$ cat config.mk
export PLATFORM = sky130hd
export DESIGN_NAME = sdram_init
export DESIGN_NICKNAME = d
export VERILOG_FILES = /design/src/rtl/sdram_init.sv
export SDC_FILE = /design/constraint.sdc
export NUM_CORES = 1
export LEC_CHECK = 0
export BUFFER_PORTS_ARGS = -buffer_cell sky130_fd_sc_hd__buf_2
export CORE_ASPECT_RATIO = 1.4
export CORE_MARGIN = 4
export CORE_UTILIZATION = 52
export CTS_BUF_LIST = sky130_fd_sc_hd__clkbuf_4
export DETAILED_ROUTE_END_ITERATION = 8
export GPL_ROUTABILITY_DRIVEN = 0
export PLACE_DENSITY = 0.74
export SETUP_SLACK_MARGIN = 0.05
export SLEW_MARGIN = 20
export SYNTH_ARGS = -nofsm -noshare
export SYNTH_HDL_FRONTEND = slang
export SYNTH_SLANG_ARGS = --single-unit
$ cat constraint.sdc
create_clock -name iclk -period 5.99 [get_ports iclk]
set_clock_uncertainty 0.05 [all_clocks]
set_input_delay 0.8985 -clock iclk [delete_from_list [all_inputs] [get_ports iclk]]
set_output_delay 0.8985 -clock iclk [all_outputs]
set_load 0.05 [all_outputs]
$ cat src/rtl/sdram_init.sv
// SDRAM power-up sequencer: clock wait, PRECHARGE ALL, AUTO REFRESH xN, LOAD MODE, then ofin.
// Optional macro SDRAM_INIT_AUTOSTART_EN starts the sequence on the first edge out of reset.
module sdram_init #(
  parameter int unsigned INIT_WAIT     = 20000,
  parameter int unsigned T_RP          = 3,
  parameter int unsigned T_RFC         = 9,
  parameter int unsigned T_MRD         = 2,
  parameter int unsigned REFRESH_COUNT = 2,
  parameter logic [12:0] MODE_REG      = 13'h0220
) (
  input  logic        iclk,
  input  logic        ireset,
  input  logic        ienb,
  output logic        ofin,
  output logic        obusy,
  output logic        DRAM_CKE,
  output logic [12:0] DRAM_ADDR,
  output logic [1:0]  DRAM_BA,
  output logic        DRAM_CS_N,
  output logic        DRAM_RAS_N,
  output logic        DRAM_CAS_N,
  output logic        DRAM_WE_N,
  output logic        DRAM_LDQM,
  output logic        DRAM_UDQM
);

  localparam logic [3:0] S_IDLE     = 4'd0;
  localparam logic [3:0] S_WAIT     = 4'd1;
  localparam logic [3:0] S_PRE      = 4'd2;
  localparam logic [3:0] S_WAIT_RP  = 4'd3;
  localparam logic [3:0] S_REF      = 4'd4;
  localparam logic [3:0] S_WAIT_RFC = 4'd5;
  localparam logic [3:0] S_LMR      = 4'd6;
  localparam logic [3:0] S_WAIT_MRD = 4'd7;
  localparam logic [3:0] S_DONE     = 4'd8;

  localparam logic [3:0] CMD_IDLE = 4'b1111;
  localparam logic [3:0] CMD_NOP  = 4'b0111;
  localparam logic [3:0] CMD_PRE  = 4'b0010;
  localparam logic [3:0] CMD_REF  = 4'b0001;
  localparam logic [3:0] CMD_LMR  = 4'b0000;

  logic [3:0]  state, state_nx;
  logic [15:0] cnt, cnt_nx;
  logic [3:0]  ref_cnt, ref_nx;
  logic        start;

`ifdef SDRAM_INIT_AUTOSTART_EN
  logic unused_ienb;
  assign unused_ienb = ienb;
  assign start = 1'b1;
`else
  assign start = ienb;
`endif

  // Wait states are entered with the count minus one for the command cycle, and skipped when that is zero.
  always_comb begin
    state_nx = state;
    cnt_nx   = cnt;
    ref_nx   = ref_cnt;
    case (state)
      S_IDLE: if (start) begin
        state_nx = S_WAIT;
        cnt_nx   = 16'(INIT_WAIT - 1);
      end
      S_WAIT: if (cnt == '0) state_nx = S_PRE; else cnt_nx = cnt - 16'd1;
      S_PRE: if (T_RP > 1) begin
        state_nx = S_WAIT_RP;
        cnt_nx   = 16'(T_RP - 2);
      end else state_nx = S_REF;
      S_WAIT_RP: if (cnt == '0) state_nx = S_REF; else cnt_nx = cnt - 16'd1;
      S_REF: begin
        ref_nx = ref_cnt + 4'd1;
        if (T_RFC > 1) begin
          state_nx = S_WAIT_RFC;
          cnt_nx   = 16'(T_RFC - 2);
        end else if (ref_nx == 4'(REFRESH_COUNT)) state_nx = S_LMR;
        else state_nx = S_REF;
      end
      S_WAIT_RFC: if (cnt == '0) begin
        state_nx = (ref_cnt == 4'(REFRESH_COUNT)) ? S_LMR : S_REF;
      end else cnt_nx = cnt - 16'd1;
      S_LMR: if (T_MRD > 1) begin
        state_nx = S_WAIT_MRD;
        cnt_nx   = 16'(T_MRD - 2);
      end else state_nx = S_DONE;
      S_WAIT_MRD: if (cnt == '0) state_nx = S_DONE; else cnt_nx = cnt - 16'd1;
      S_DONE: state_nx = S_DONE;
      default: state_nx = S_IDLE;
    endcase
  end

  logic        cke_d, dqm_d, fin_d, busy_d;
  logic [3:0]  cmd_d;
  logic [12:0] addr_d;
  logic [1:0]  ba_d;

  // Pin values are decoded from the next state so they appear in the same cycle the state is entered.
  always_comb begin
    cke_d  = 1'b1;
    cmd_d  = CMD_NOP;
    addr_d = '0;
    ba_d   = '0;
    dqm_d  = 1'b1;
    fin_d  = 1'b0;
    busy_d = 1'b1;
    case (state_nx)
      S_IDLE: begin
        cke_d  = 1'b0;
        cmd_d  = CMD_IDLE;
        busy_d = 1'b0;
      end
      S_PRE: begin
        cmd_d      = CMD_PRE;
        addr_d[10] = 1'b1;
      end
      S_REF: cmd_d = CMD_REF;
      S_LMR: begin
        cmd_d  = CMD_LMR;
        addr_d = MODE_REG;
      end
      S_DONE: begin
        dqm_d  = 1'b0;
        fin_d  = 1'b1;
        busy_d = 1'b0;
      end
      default: ;
    endcase
  end

  always_ff @(posedge iclk) begin
    if (ireset) begin
      state      <= S_IDLE;
      cnt        <= '0;
      ref_cnt    <= '0;
      ofin       <= 1'b0;
      obusy      <= 1'b0;
      DRAM_CKE   <= 1'b0;
      DRAM_ADDR  <= '0;
      DRAM_BA    <= '0;
      {DRAM_CS_N, DRAM_RAS_N, DRAM_CAS_N, DRAM_WE_N} <= CMD_IDLE;
      DRAM_LDQM  <= 1'b1;
      DRAM_UDQM  <= 1'b1;
    end else begin
      state      <= state_nx;
      cnt        <= cnt_nx;
      ref_cnt    <= ref_nx;
      ofin       <= fin_d;
      obusy      <= busy_d;
      DRAM_CKE   <= cke_d;
      DRAM_ADDR  <= addr_d;
      DRAM_BA    <= ba_d;
      {DRAM_CS_N, DRAM_RAS_N, DRAM_CAS_N, DRAM_WE_N} <= cmd_d;
      DRAM_LDQM  <= dqm_d;
      DRAM_UDQM  <= dqm_d;
    end
  end

endmodule

**Word-level counts from Yosys, hierarchy flattened**

Cells that the tools add are included.

- Add/subtract/negate cells: 2
- Eq/ne operators: 15
- Mux-type cells: 17
- Reduce and logical (&&, ||, !) cells: 7

Operators by type and width:

| operator | number |
|---|---|
| case mux 16 bit (5 select lines) | 1 |
| case mux 4 bit (9 select lines) | 1 |
| 2-to-1 mux 16 bit | 2 |
| == test 4 x 3 -> 1 bit, second input constant | 6 |
| 2-to-1 mux 4 bit | 5 |
| == test 4 x 2 -> 1 bit, second input constant | 4 |
| logical NOT 16 bit | 1 |
| case mux 4 bit (4 select lines) | 1 |
| subtractor 16 x 1 -> 16 bit, second input constant | 1 |
| 2-to-1 mux 10 bit | 1 |
| == test 4 bit, second input constant | 2 |
| logical NOT 4 bit | 2 |
| 2-to-1 mux 1 bit | 5 |
| nonzero test 5 bit | 1 |
| adder 4 x 1 -> 4 bit, second input constant | 1 |
| == test 4 x 1 -> 1 bit, second input constant | 1 |
| != test 2 bit, second input constant | 2 |
| OR reduction 4 bit | 1 |
| AND reduction 3 bit | 1 |
| 2-to-1 mux 2 bit | 1 |
| OR reduction 2 bit | 1 |

- Output and inout port bits: 24
- Logic and storage cells: 54
- Input bits: 3
- Flip-flop bits (word level): 45

**Longest topological paths before layout**

Gate-level depths: netlist of run 1.

- Word-level depth: 7
- Mapped depth: 7
- Gate-level depth less buffers: 7

**Worst setup path after synthesis of run 1**

OpenSTA, ideal clock, no wires.

- Path kind: register -> register
- Start: reg cnt[0]
- End: reg cnt[8]
- Library setup time: 0.131 ns
- Data required time: 5.809 ns
- Cell stages (with the launch flop): 8
- Arrival time: 1.784 ns
- Path buffers: 0
- Period minus slack after synthesis: 1.965 ns
- Setup slack: 4.025 ns
- Cells stage by stage: dfxtp_1 inv_1 ha_1 and4bb_2 and4_1 or4b_1 xor2_1 nor2_1

- Word-level cells in the longest chain between the ends: 3
- Elaborated cells on any way between the ends: 6
- Those cells by class: add/sub (1); eq/ne (1); mux (2); reduce/logical (2)

RTL lines:

| what | line | text |
|---|---|---|
| start: declaration | 44 | `logic [15:0] cnt, cnt_nx;` |
| start signal: assignment | 146 | `cnt <= cnt_nx;` |
| subtractor 16 x 1 -> 16 bit / logical NOT 16 bit (equally long branches) | -- |  |
| 2-to-1 mux 16 bit / != test 2 bit (equally long branches) | -- |  |
| case mux 16 bit (5 select lines) / AND reduction 3 bit (equally long branches) | -- |  |

Several ways; a longest one is shown, not always the timed one. The select of a mux whose other input is x is not followed.
A chain may end at the register's enable or synchronous reset.

**Worst setup path after layout of run 1**

- Start: reg cnt[0]
- End: reg cnt[15]

The elaborated chain is that of the path after synthesis.

==> summary.md, run 1 <==
| Metric | Value |
|---|---|
| Reg-to-Reg End | cnt[15]$_SDFFE_PP0P_ |
| H-tree Lvls | 2 |
| Yosys warns | 0 |
| Placeable Area | 0.00321 sq mm |
| Initial DRC count | 37 |
| Die H | 77.4 um |
| Grt ovf | 0 |
| Max Clk Rate | 461 MHz |
| HP Class | reg2reg |
| Clock net sink count | 34 |
| Final nets | 227 |
| Register area share after synthesis | 38.0% |
| Seq. cell area | 681 sq um |
| CP max FO | 7 |
| Fill count | 295 |
| Vias in the first global route | 1431 |
| GR Util All Layers | 18.6% |
| CTS tree | done |
| Detailed Routing Iterations Pass 1 | 4 |
| Remaining antenna violation count | 0 |
| Least-Margin Pin Slew | 0.589 ns |
| Initial antenna violation count | 0 |
| Largest net degree at the start of global routing | 23 |
| CTS Root Cell | clkbuf_4 |
| Worst hold stages | 2 |
| I/O Pins | 27 |
| First-pass GRT wire length | 6.55 mm |
| Core Rows | 24 |
| Hpwl dp | 2.71 mm |
| Commonest non-fill, non-tap cell in the layout | dfxtp_1 |
| Commonest cells after routing, fill and taps aside | 34 x dfxtp_1, 24 x nor2_1, 17 x a21oi_1, 16 x nor3_1 |
| Worst-path clk slew | 0.10 ns |
| Post-CTS Setup Bufs | 0 |
| Hold EP | cnt[15]$_SDFFE_PP0P_ |
| Final hold vios | 0 |
| CP Capture Type | register |
| Final TNS setup | 0 ns |
| Worst path arrival time | 2.38 ns |
| Hold path start | cnt[15]$_SDFFE_PP0P_ |
| Relative slew slack | 60.7% |
| Multi-input gate area | 961 sq um |
| Async S/R FF share, synth | 0% |
| R2r worst-path depth | 7 |
| Initial core utilization | 55.7% |
| VDD IR max | 0.173 mV |
| Max-Cap Viols | 0 |
| Post-layout min period | 2.17 ns |
| Clock buffer depth | 2 |
| Diodes inserted | 0 |
| Horiz. Die Dim | 57.6 um |
| Syn avg cell area | 8.45 sq um |
| Unrepaired setup endpoints after global routing | false |
| Setup CP Type | reg2reg |
| Startpoint Class | register |
| Status | finished, final reports clean |
| Vias per cell | 5.77 |
| Share of layout cells above drive strength 1 | 14.9% |
| Netlist cell types | 46 |
| P_leak | 0.738 nW |
| Crit path from | cnt[0]$_SDFFE_PP0P_ |
| Slew Limit Fails | 0 |
| Number of hold buffers added after cts | 0 |
| Ys flop type | dfxtp_1 |
| Area growth, synth to finish | 3.21% |
| CTS buffer count | 5 |
| CTS resizes | 0 |
| Worst Path Required | 6.21 ns |
| WL per Instance | 14.1 um |
| Later-pin clock latency in the skew report | 0.33 ns |
| Power Density | 307 mW/mm^2 |
| Vias | 1499 |
| Launch point of the worst reg-to-reg path | cnt[0]$_SDFFE_PP0P_ |
| Post-synth EDFFs | 0 |
| Flip-flop and latch count after synthesis | 34 |
| Die area | 0.00446 sq mm |
| Min Hold Slack | 0.456 ns |
| Routed wire length | 3.67 mm |
| PortBufs | 14 |
| Final Setup Violations | 0 |
| DRC violation count after routing | 0 |
| Synth Instances | 212 |
| Synthesized cell area | 0.00179 sq mm |
| Reg2reg setup slack | 3.82 ns |
| Final Cycle Share | 36.2% |
worst max path at each step:
stage	endpoint	slack [ns]	depth (start not counted)
2_1_floorplan	cnt[8]$_SDFFE_PP0P_	4.02	7
3_3_place_gp	cnt[15]$_SDFFE_PP0P_	3.85	5
3_5_place_dp	cnt[10]$_SDFFE_PP0P_	3.81	5
4_1_cts	cnt[15]$_SDFFE_PP0P_	3.81	7
5_1_grt	cnt[10]$_SDFFE_PP0P_	3.64	7
6_report	cnt[15]$_SDFFE_PP0P_	3.82	7
cell type report:
cell class / instances / area share (%)
flip-flops and latches: 34 / 36.8
well taps: 39 / 2.64
clock inverters: 2 / 0.474
inverters: 9 / 1.83
repair buffers: 14 / 3.79
clock buffers: 6 / 2.44
multi-input cells: 156 / 52.0
synth_stat cells (all sizes together), types with 2 or more instances:
library cell / instances / area [sq um]
nor2: 26 / 103
nor3: 16 / 80.1
xnor2: 4 / 35.0
or4: 5 / 41.3
nand3: 5 / 25.0
a21oi: 17 / 85.1
o21bai: 2 / 15.0
o31ai: 2 / 15.0
a211oi: 4 / 30.0
inv: 9 / 33.8
ha: 4 / 50.1
and4: 2 / 17.5
nor4: 8 / 86.3
xor2: 6 / 52.6
nand2: 15 / 58.8
or3: 2 / 12.5
clkbuf: 6 / 22.5
dfxtp: 34 / 681
nand4: 8 / 62.6
o21ai: 3 / 15.0
buf: 18 / 134
metal layers:
layer	up-vias	GRT usage, %	wire, um
met4	0	11.6	158
met1	691	22.1	1550
li1	750	-	-
met3	16	4.32	171
met5	-	0	0
met2	42	29.5	1790
flip-flops by register name, indices dropped and copies added (netlist names):
name	cells
DRAM_CAS_N	1
ref_cnt	4
DRAM_UDQM	1
state	4
DRAM_CKE	1
ofin	1
DRAM_CS_N	1
DRAM_RAS_N	1
obusy	1
cnt	16
DRAM_ADDR	2
DRAM_WE_N	1
metrics by stage:
step	cell area (sq um)	setup WS [ns]	util [%]	power [W]	cells
after global placement	1790	3.85	55.8	0.000448	252
final	1850	3.82	57.5	0.000568	260
after detailed placement	1790	3.81	55.8	0.000450	252
after floorplan	1830	4.02	-	0.000426	223
after CTS	1850	3.81	57.5	0.000572	260
after global routing	1850	3.64	57.5	0.000607	260
critical path, stage by stage (launching register included):
cell	delay, ns
dfxtp_1	0.44
inv_1	0.11
ha_1	0.20
and4bb_2	0.25
nand4_2	0.15
nand2_1	0.21
or4_1	0.54
a21oi_1	0.16
where the power goes:
group | switching, W | internal (W)
clock | 0.0000733 | 0.0000486
combinational | 0.000109 | 0.0000602
sequential | 0.0000320 | 0.000245
total | 0.000215 | 0.000354
kinds of logic (layout without fill, tap and decap cells):
family	after synthesis	in the layout	share of synthesized area (%)
xor gates and xnor gates	10	10	4.89
adders and majority gates	4	4	2.80
DFF	34	34	38.0
other	1	12	0.209
buffers and inverters	33	31	10.6
AOI/OAI and AO/OA	36	36	12.5
and+or+nand+nor	94	94	31.0
No activity file was read; power rests on OpenSTA's default activity.
==> run 2, diff against run 1 <==
- PLACE_DENSITY: 0.74 -> 0.77
- clock period: 5.99 -> 1.85 ns (I/O delays scaled with it)
==> run 2 against run 1 <==
Net effect:
- the flow now finishes with violations (setup timing)
- non-clock buffer count is 28 higher
- global-route usage is 3.3 points higher
- sequential power grew to 3.2 times the previous value
- final cell count is 11% higher
- count of clock-buffer cells in the layout stayed put
- critical endpoint is now cnt[8]$_SDFFE_PP0P_
==> summary.md, run 2 (synthesis results as in run 1) <==
| Metric | Value |
|---|---|
| Status | finished, violations left (was finished, final reports clean) |
| CP max FO | 5 (was 7) |
| Worst path arrival time | 2.02 ns (was 2.38 ns) |
| Share of layout cells above drive strength 1 | 32.9% (was 14.9%) |
| Final Setup Violations | 2 (was 0) |
| Internal power | 0.00130 W (was 0.000354 W) |
| Max-Cap Viols | 0 (unchanged) |
| Initial antenna violation count | 0 (unchanged) |
| Power Density | 967 mW/mm^2 (was 307 mW/mm^2) |
| Later-pin clock latency in the skew report | 0.34 ns (was 0.33 ns) |
| Area of placed instances | 0.00203 sq mm (was 0.00179 sq mm) |
| Clock buffer depth | 2 (unchanged) |
| Slowest stage delay, CP | 0.48 ns (was 0.54 ns) |
| Final Cell Area | 0.00219 sq mm (was 0.00185 sq mm) |
| P_sw | 0.000817 W (was 0.000215 W) |
| Combinational fraction of design power | 39.4% (was 29.8%) |
| Die area | 0.00446 sq mm (unchanged) |
| Vias per cell | 5.95 (was 5.77) |
| WL per Instance | 16.2 um (was 14.1 um) |
| Flop pwr share | 41.6% (was 48.7%) |
| Min setup slack post-route | -0.00714 ns (was 3.82 ns) |
| Max Clk Rate | 538 MHz (was 461 MHz) |
| CTS tree | done (unchanged) |
| Remaining antenna violation count | 0 (unchanged) |
| CP cell instances | inv_4 > ha_4 > and4bb_2 > and4_4 > or4b_4 > xor2_1 > nor2_1 (was inv_1 > ha_1 > and4bb_2 > nand4_2 > nand2_1 > or4_1 > a21oi_1) |
| Unrepaired setup endpoints after global routing | true (was false) |
| Total power | 0.00212 W (was 0.000568 W) |
| Commonest cells after routing, fill and taps aside | 30 x dfxtp_1, 28 x buf_4, 23 x nor2_1, 17 x a21oi_1 (was 34 x dfxtp_1, 24 x nor2_1, 17 x a21oi_1, 16 x nor3_1) |
| Final hold vios | 0 (unchanged) |
| Hpwl dp | 3.23 mm (was 2.71 mm) |
| Slowest CP cell | or4b_4 (was or4_1) |
| Post-layout min period | 1.86 ns (was 2.17 ns) |
| Switching Share | 38.5% (was 37.8%) |
| Largest net degree at the start of global routing | 13 (was 23) |
| Setup CP Type | reg2reg (unchanged) |
| Horiz. Die Dim | 57.6 um (unchanged) |
| Largest regs | cnt: 16 flops, ref_cnt: 4 flops, state: 4 flops (unchanged) |
| CTS buffer count | 5 (unchanged) |
| Initial core utilization | 55.7% (unchanged) |
| Reg-to-Reg End | cnt[8]$_SDFFE_PP0P_ (was cnt[15]$_SDFFE_PP0P_) |
| CP Capture Type | register (unchanged) |
| Startpoint Class | register (unchanged) |
| PortBufs | 14 (unchanged) |
| Worst hold stages | 2 (unchanged) |
| Final TNS setup | -0.0102 ns (was 0 ns) |
| VDD IR max | 0.667 mV (was 0.173 mV) |
| Crit path max-delay family | simple AND/OR/NAND/NOR gates (unchanged) |
| GR Util All Layers | 21.9% (was 18.6%) |
| Failing checks | setup timing |
| Final core utilization | 68.3% (was 57.5%) |
| Final nets | 255 (was 227) |
| Clock net sink count | 34 (unchanged) |
| Largest register by flop count | cnt (unchanged) |
| Hold path start | ireset (was cnt[15]$_SDFFE_PP0P_) |
| Cell total after placement | 278 (was 252) |
| I/O Pins | 27 (unchanged) |
| Initial DRC count | 96 (was 37) |
| P_leak | 0.904 nW (was 0.738 nW) |
| Non-Filler Instances | 288 (was 260) |
| R2r worst-path depth | 7 (unchanged) |
| HP Class | in2reg (was reg2reg) |
| Reg2reg setup slack | -0.007 ns (was 3.82 ns) |
| Slew Limit Fails | 0 (unchanged) |
| Hold EP | ref_cnt[3]$_SDFFE_PP0P_ (was cnt[15]$_SDFFE_PP0P_) |
| H-tree Lvls | 2 (unchanged) |
| Die H | 77.4 um (unchanged) |
| First-pass GRT wire length | 7.56 mm (was 6.55 mm) |
| Vias in the first global route | 1606 (was 1431) |
| Clock power share | 19.1% (was 21.4%) |
| Routed wire length | 4.67 mm (was 3.67 mm) |
| Commonest non-fill, non-tap cell in the layout | dfxtp_1 (unchanged) |
| Grt ovf | 0 (unchanged) |
| Worst Path Required | 2.02 ns (was 6.21 ns) |
| Vias | 1713 (was 1499) |
| Worst-path clk slew | 0.11 ns (was 0.10 ns) |
| Least-Margin Pin Slew | 0.626 ns (was 0.589 ns) |
| Detailed Routing Iterations Pass 1 | 4 (unchanged) |
| DRC violation count after routing | 0 (unchanged) |
| Final Cycle Share | 100% (was 36.2%) |
| Max FFs per register | 16 (unchanged) |
| Core Rows | 24 (unchanged) |
| Diodes inserted | 0 (unchanged) |
| Placeable Area | 0.00321 sq mm (unchanged) |
| CTS Root Cell | clkbuf_4 (unchanged) |
| Area growth, synth to finish | 22.5% (was 3.21%) |
| Relative slew slack | 58.2% (was 60.7%) |
| Worst path bufs/invs | 1 (unchanged) |
| Launch point of the worst reg-to-reg path | cnt[1]$_SDFFE_PP0P_ (was cnt[0]$_SDFFE_PP0P_) |
run 2: worst max-delay path by stage:
| stage | slack, ns | depth (start not counted) | startpoint | end |
|---|---|---|---|---|
| finish | -0.007 | 7 | cnt[1]$_SDFFE_PP0P_ | cnt[8]$_SDFFE_PP0P_ |
| global route | -0.06 | 6 | cnt[2]$_SDFFE_PP0P_ | cnt[8]$_SDFFE_PP0P_ |
| CTS | 0.003 | 7 | cnt[1]$_SDFFE_PP0P_ | cnt[8]$_SDFFE_PP0P_ |
| detailed placement | -0.008 | 5 | cnt[0]$_SDFFE_PP0P_ | cnt[5]$_SDFFE_PP0P_ |
| global placement | 0.01 | 5 | cnt[0]$_SDFFE_PP0P_ | cnt[5]$_SDFFE_PP0P_ |
| floorplan | 0.04 | 7 | cnt[1]$_SDFFE_PP0P_ | cnt[8]$_SDFFE_PP0P_ |
run 2: area by class of cell:
| cell class | instances | area [sq um] |
|---|---|---|
| clock buffers | 6 | 45.0 |
| multi-input cells | 156 | 1080 |
| well taps | 39 | 48.8 |
| flip-flops and latches | 34 | 691 |
| clock inverters | 2 | 8.76 |
| repair buffers | 42 | 280 |
| inverters | 9 | 38.8 |
| fillers | 267 | 1020 |
run 2: routing by layer:
| layer | GRT usage (%) | up-vias | wire [um] |
|---|---|---|---|
| li1 | - | 804 | - |
| met1 | 23.1 | 815 | 1660 |
| met2 | 38.8 | 70 | 2540 |
| met3 | 3.16 | 24 | 219 |
| met4 | 14.8 | 0 | 248 |
| met5 | 0 | - | 0 |
run 2: power by group through the flow:
stage / Clock (W) / Combinational (W) / Sequential, W
6_report: 0.000404 / 0.000835 / 0.000882
3_3_place_gp: 0 / 0.000706 / 0.000879
5_1_grt: 0.000452 / 0.000904 / 0.000892
2_1_floorplan: 0 / 0.000504 / 0.000899
4_1_cts: 0.000415 / 0.000746 / 0.000866
3_5_place_dp: 0 / 0.000712 / 0.000880
run 2: timing repair:
action / 4_1_cts / 5_1_grt
resized for setup: 5 / 15
pin swaps: 1 / 5
setup buffers: 1 / 1
hold buffers: 0 / 0
setup endpoints to repair: 13 / 27
gates cloned: 0 / 0
run 2: per-stage QoR:
stage	setup slack [ns]	hold WS [ns]
global route	-0.0597	0.199
CTS	0.00292	0.187
finish	-0.00714	0.202
floorplan	0.0367	0.368
global placement	0.0115	0.418
detailed placement	-0.00810	0.436
==> run 3, diff against run 2 <==
- PLACE_DENSITY: 0.77 -> 0.74
- clock period: 1.85 -> 1.8 ns (I/O delays scaled with it)
==> run 3 against run 2 <==
Net effect:
- the flow still finishes with violations (setup timing)
- core utilization rose by 2.8 points
- sequential power rose by 2%
- non-clock buffer count rose by 7
- sequential share of layout area fell by 1.3 points
- via count fell by 3.2%
- global-route usage fell by 0.11 points
- register-to-register slack got worse by 0.07 ns
- die area did not move
- critical path type unchanged
==> summary.md, run 3 (synthesis results as in run 1) <==
| Metric | Value |
|---|---|
| Initial DRC count | 50 (was 96) |
| Worst-path clk slew | 0.12 ns (was 0.11 ns) |
| Number of hold buffers added after cts | 0 (unchanged) |
| Crit path max-delay family | simple AND/OR/NAND/NOR gates (unchanged) |
| Final nets | 262 (was 255) |
| Final hold vios | 0 (unchanged) |
| Min Hold Slack | 0.178 ns (was 0.202 ns) |
| Fill count | 253 (was 267) |
| HP Class | in2reg (unchanged) |
| Initial antenna violation count | 0 (unchanged) |
| Multi-input gate area | 0.00108 sq mm (about the same) |
| Worst path arrival time | 2.05 ns (was 2.02 ns) |
| Max Clk Rate | 531 MHz (was 538 MHz) |
| Horiz. Die Dim | 57.6 um (unchanged) |
| Power Density | 1040 mW/mm^2 (was 967 mW/mm^2) |
| CTS tree | done (unchanged) |
| I/O Pins | 27 (unchanged) |
| Vias per cell | 5.62 (was 5.95) |
| DRC violation count after routing | 0 (unchanged) |
| Initial core utilization | 55.7% (unchanged) |
| Die area | 0.00446 sq mm (unchanged) |
| Relative slew slack | 60.6% (was 58.2%) |
| CTS Root Cell | clkbuf_4 (unchanged) |
| Unrepaired setup endpoints after global routing | true (unchanged) |
| Startpoint Class | register (unchanged) |
| Grt ovf | 0 (unchanged) |
| Hpwl dp | 3.36 mm (was 3.23 mm) |
| Seq. cell area | 689 sq um (was 691 sq um) |
| P_leak | 0.944 nW (was 0.904 nW) |
| Later-pin clock latency in the skew report | 0.35 ns (was 0.34 ns) |
| Routed wire length | 4.72 mm (was 4.67 mm) |
| Final Setup Violations | 4 (was 2) |
| Worst Path Required | 1.97 ns (was 2.02 ns) |
| Min setup slack post-route | -0.0820 ns (was -0.00714 ns) |
| DP Worst Slack | -0.0676 ns (was -0.00810 ns) |
| Slew Limit Fails | 0 (unchanged) |
| WL per Instance | 16.0 um (was 16.2 um) |
| Remaining antenna violation count | 0 (unchanged) |
| Slowest CP cell | or4b_4 (unchanged) |
| Clock net sink count | 34 (unchanged) |
| Commonest cells after routing, fill and taps aside | 31 x dfxtp_1, 31 x buf_4, 23 x nor2_1, 16 x a21oi_1, 15 x nor3_1 (was 30 x dfxtp_1, 28 x buf_4, 23 x nor2_1, 17 x a21oi_1) |
| Largest regs | cnt: 16 flops, ref_cnt: 4 flops, state: 4 flops (unchanged) |
| H-tree Lvls | 2 (unchanged) |
| Diodes inserted | 0 (unchanged) |
| Vias | 1659 (was 1713) |
| CP Capture Type | register (unchanged) |
| Status | finished, violations left (unchanged) |
| Final Cycle Share | 105% (was 100%) |
| GR Util All Layers | 21.8% (was 21.9%) |
| Largest net degree at the start of global routing | 13 (unchanged) |
| Share of layout cells above drive strength 1 | 35.2% (was 32.9%) |
| Detailed Routing Iterations Pass 1 | 4 (unchanged) |
| Placeable Area | 0.00321 sq mm (unchanged) |
| Post-layout min period | 1.88 ns (was 1.86 ns) |
| Core Rows | 24 (unchanged) |
| Worst path bufs/invs | 1 (unchanged) |
| Slowest stage delay, CP | 0.48 ns (about the same) |
| Largest register by flop count | cnt (unchanged) |
| CP cell instances | inv_4 > ha_4 > and4bb_2 > and4_4 > or4b_4 > xor2_1 > nor2_1 (unchanged) |
| Die H | 77.4 um (unchanged) |
| VDD IR max | 0.854 mV (was 0.667 mV) |
| CP max FO | 5 (unchanged) |
| Area growth, synth to finish | 27.6% (was 22.5%) |
| Final core utilization | 71.1% (was 68.3%) |
| CTS buffer count | 5 (unchanged) |
| Clock buffer depth | 2 (unchanged) |
| Max-Cap Viols | 0 (unchanged) |
| PortBufs | 14 (unchanged) |
| Least-Margin Pin Slew | 0.589 ns (was 0.626 ns) |
| Vias in the first global route | 1617 (was 1606) |
| Failing checks | setup timing (unchanged) |
| First-pass GRT wire length | 7.62 mm (was 7.56 mm) |
| Setup CP Type | reg2reg (unchanged) |
| Max FFs per register | 16 (unchanged) |
==> run 3: cell count changes in the layout (fill, tap and decap cells not counted), sizes merged <==
cell | previous run | this run
clkbuf | 6 | 5
inv | 9 | 10
buf | 42 | 49
bufinv | 0 | 1
clkinvlp | 0 | 1
clkinv | 2 | 0
==> run 3: final cells by class <==
class / count / area share, %
clock inverters: 3 / 1.92
repair buffers: 49 / 15.2
multi-input cells: 156 / 47.2
flip-flops and latches: 34 / 30.2
inverters: 9 / 1.70
clock buffers: 5 / 1.64
well taps: 39 / 2.14
==> run 3: power by group <==
group          switching (W)  total (W)  internal [W]
registers          0.0000783   0.000897      0.000818
clock network       0.000291   0.000583      0.000293
logic               0.000507   0.000890      0.000383
total               0.000875    0.00237       0.00149
==> run 3: path summary, 6_finish.rpt <==
check                                     startpoint                   end  slack, ns  depth (start not counted)
worst max-delay path             cnt[0]$_SDFFE_PP0P_   cnt[8]$_SDFFE_PP0P_      -0.08                          7
worst min-delay path                          ireset  cnt[10]$_SDFFE_PP0P_       0.18                          2
worst max register to register   cnt[0]$_SDFFE_PP0P_   cnt[8]$_SDFFE_PP0P_      -0.08                          7
worst min register to register  cnt[15]$_SDFFE_PP0P_  cnt[15]$_SDFFE_PP0P_       0.47                          2
==> run 3: repair_timing <==
item	in CTS	in global routing
gates resized for setup	5	17
setup endpoints to repair	19	25
buffers inserted	1	5
pin swaps	2	10
==> run 3: layer usage <==
layer / global-route usage (%) / vias to the layer above / share of wire, % / wire length [um]
met2: 37.4 / 52 / 55 / 2590
met5: 0 / - / 0 / 0
met4: 11.6 / 0 / 2.8 / 130
met3: 4.82 / 11 / 4.5 / 214
met1: 24.4 / 783 / 38 / 1790
li1: - / 813 / - / -
==> run 3: stage by stage <==
step                      power [W]  instances  TNS, ns  instance area [sq um]
after CTS                   0.00226        290   -0.225                   2170
after global routing        0.00248        295   -0.561                   2280
final                       0.00237        295   -0.140                   2280
after detailed placement    0.00166        281   -0.294                   2050
after global placement      0.00164        281  -0.0313                   2050
after floorplan             0.00144        223  -0.0130                   1870
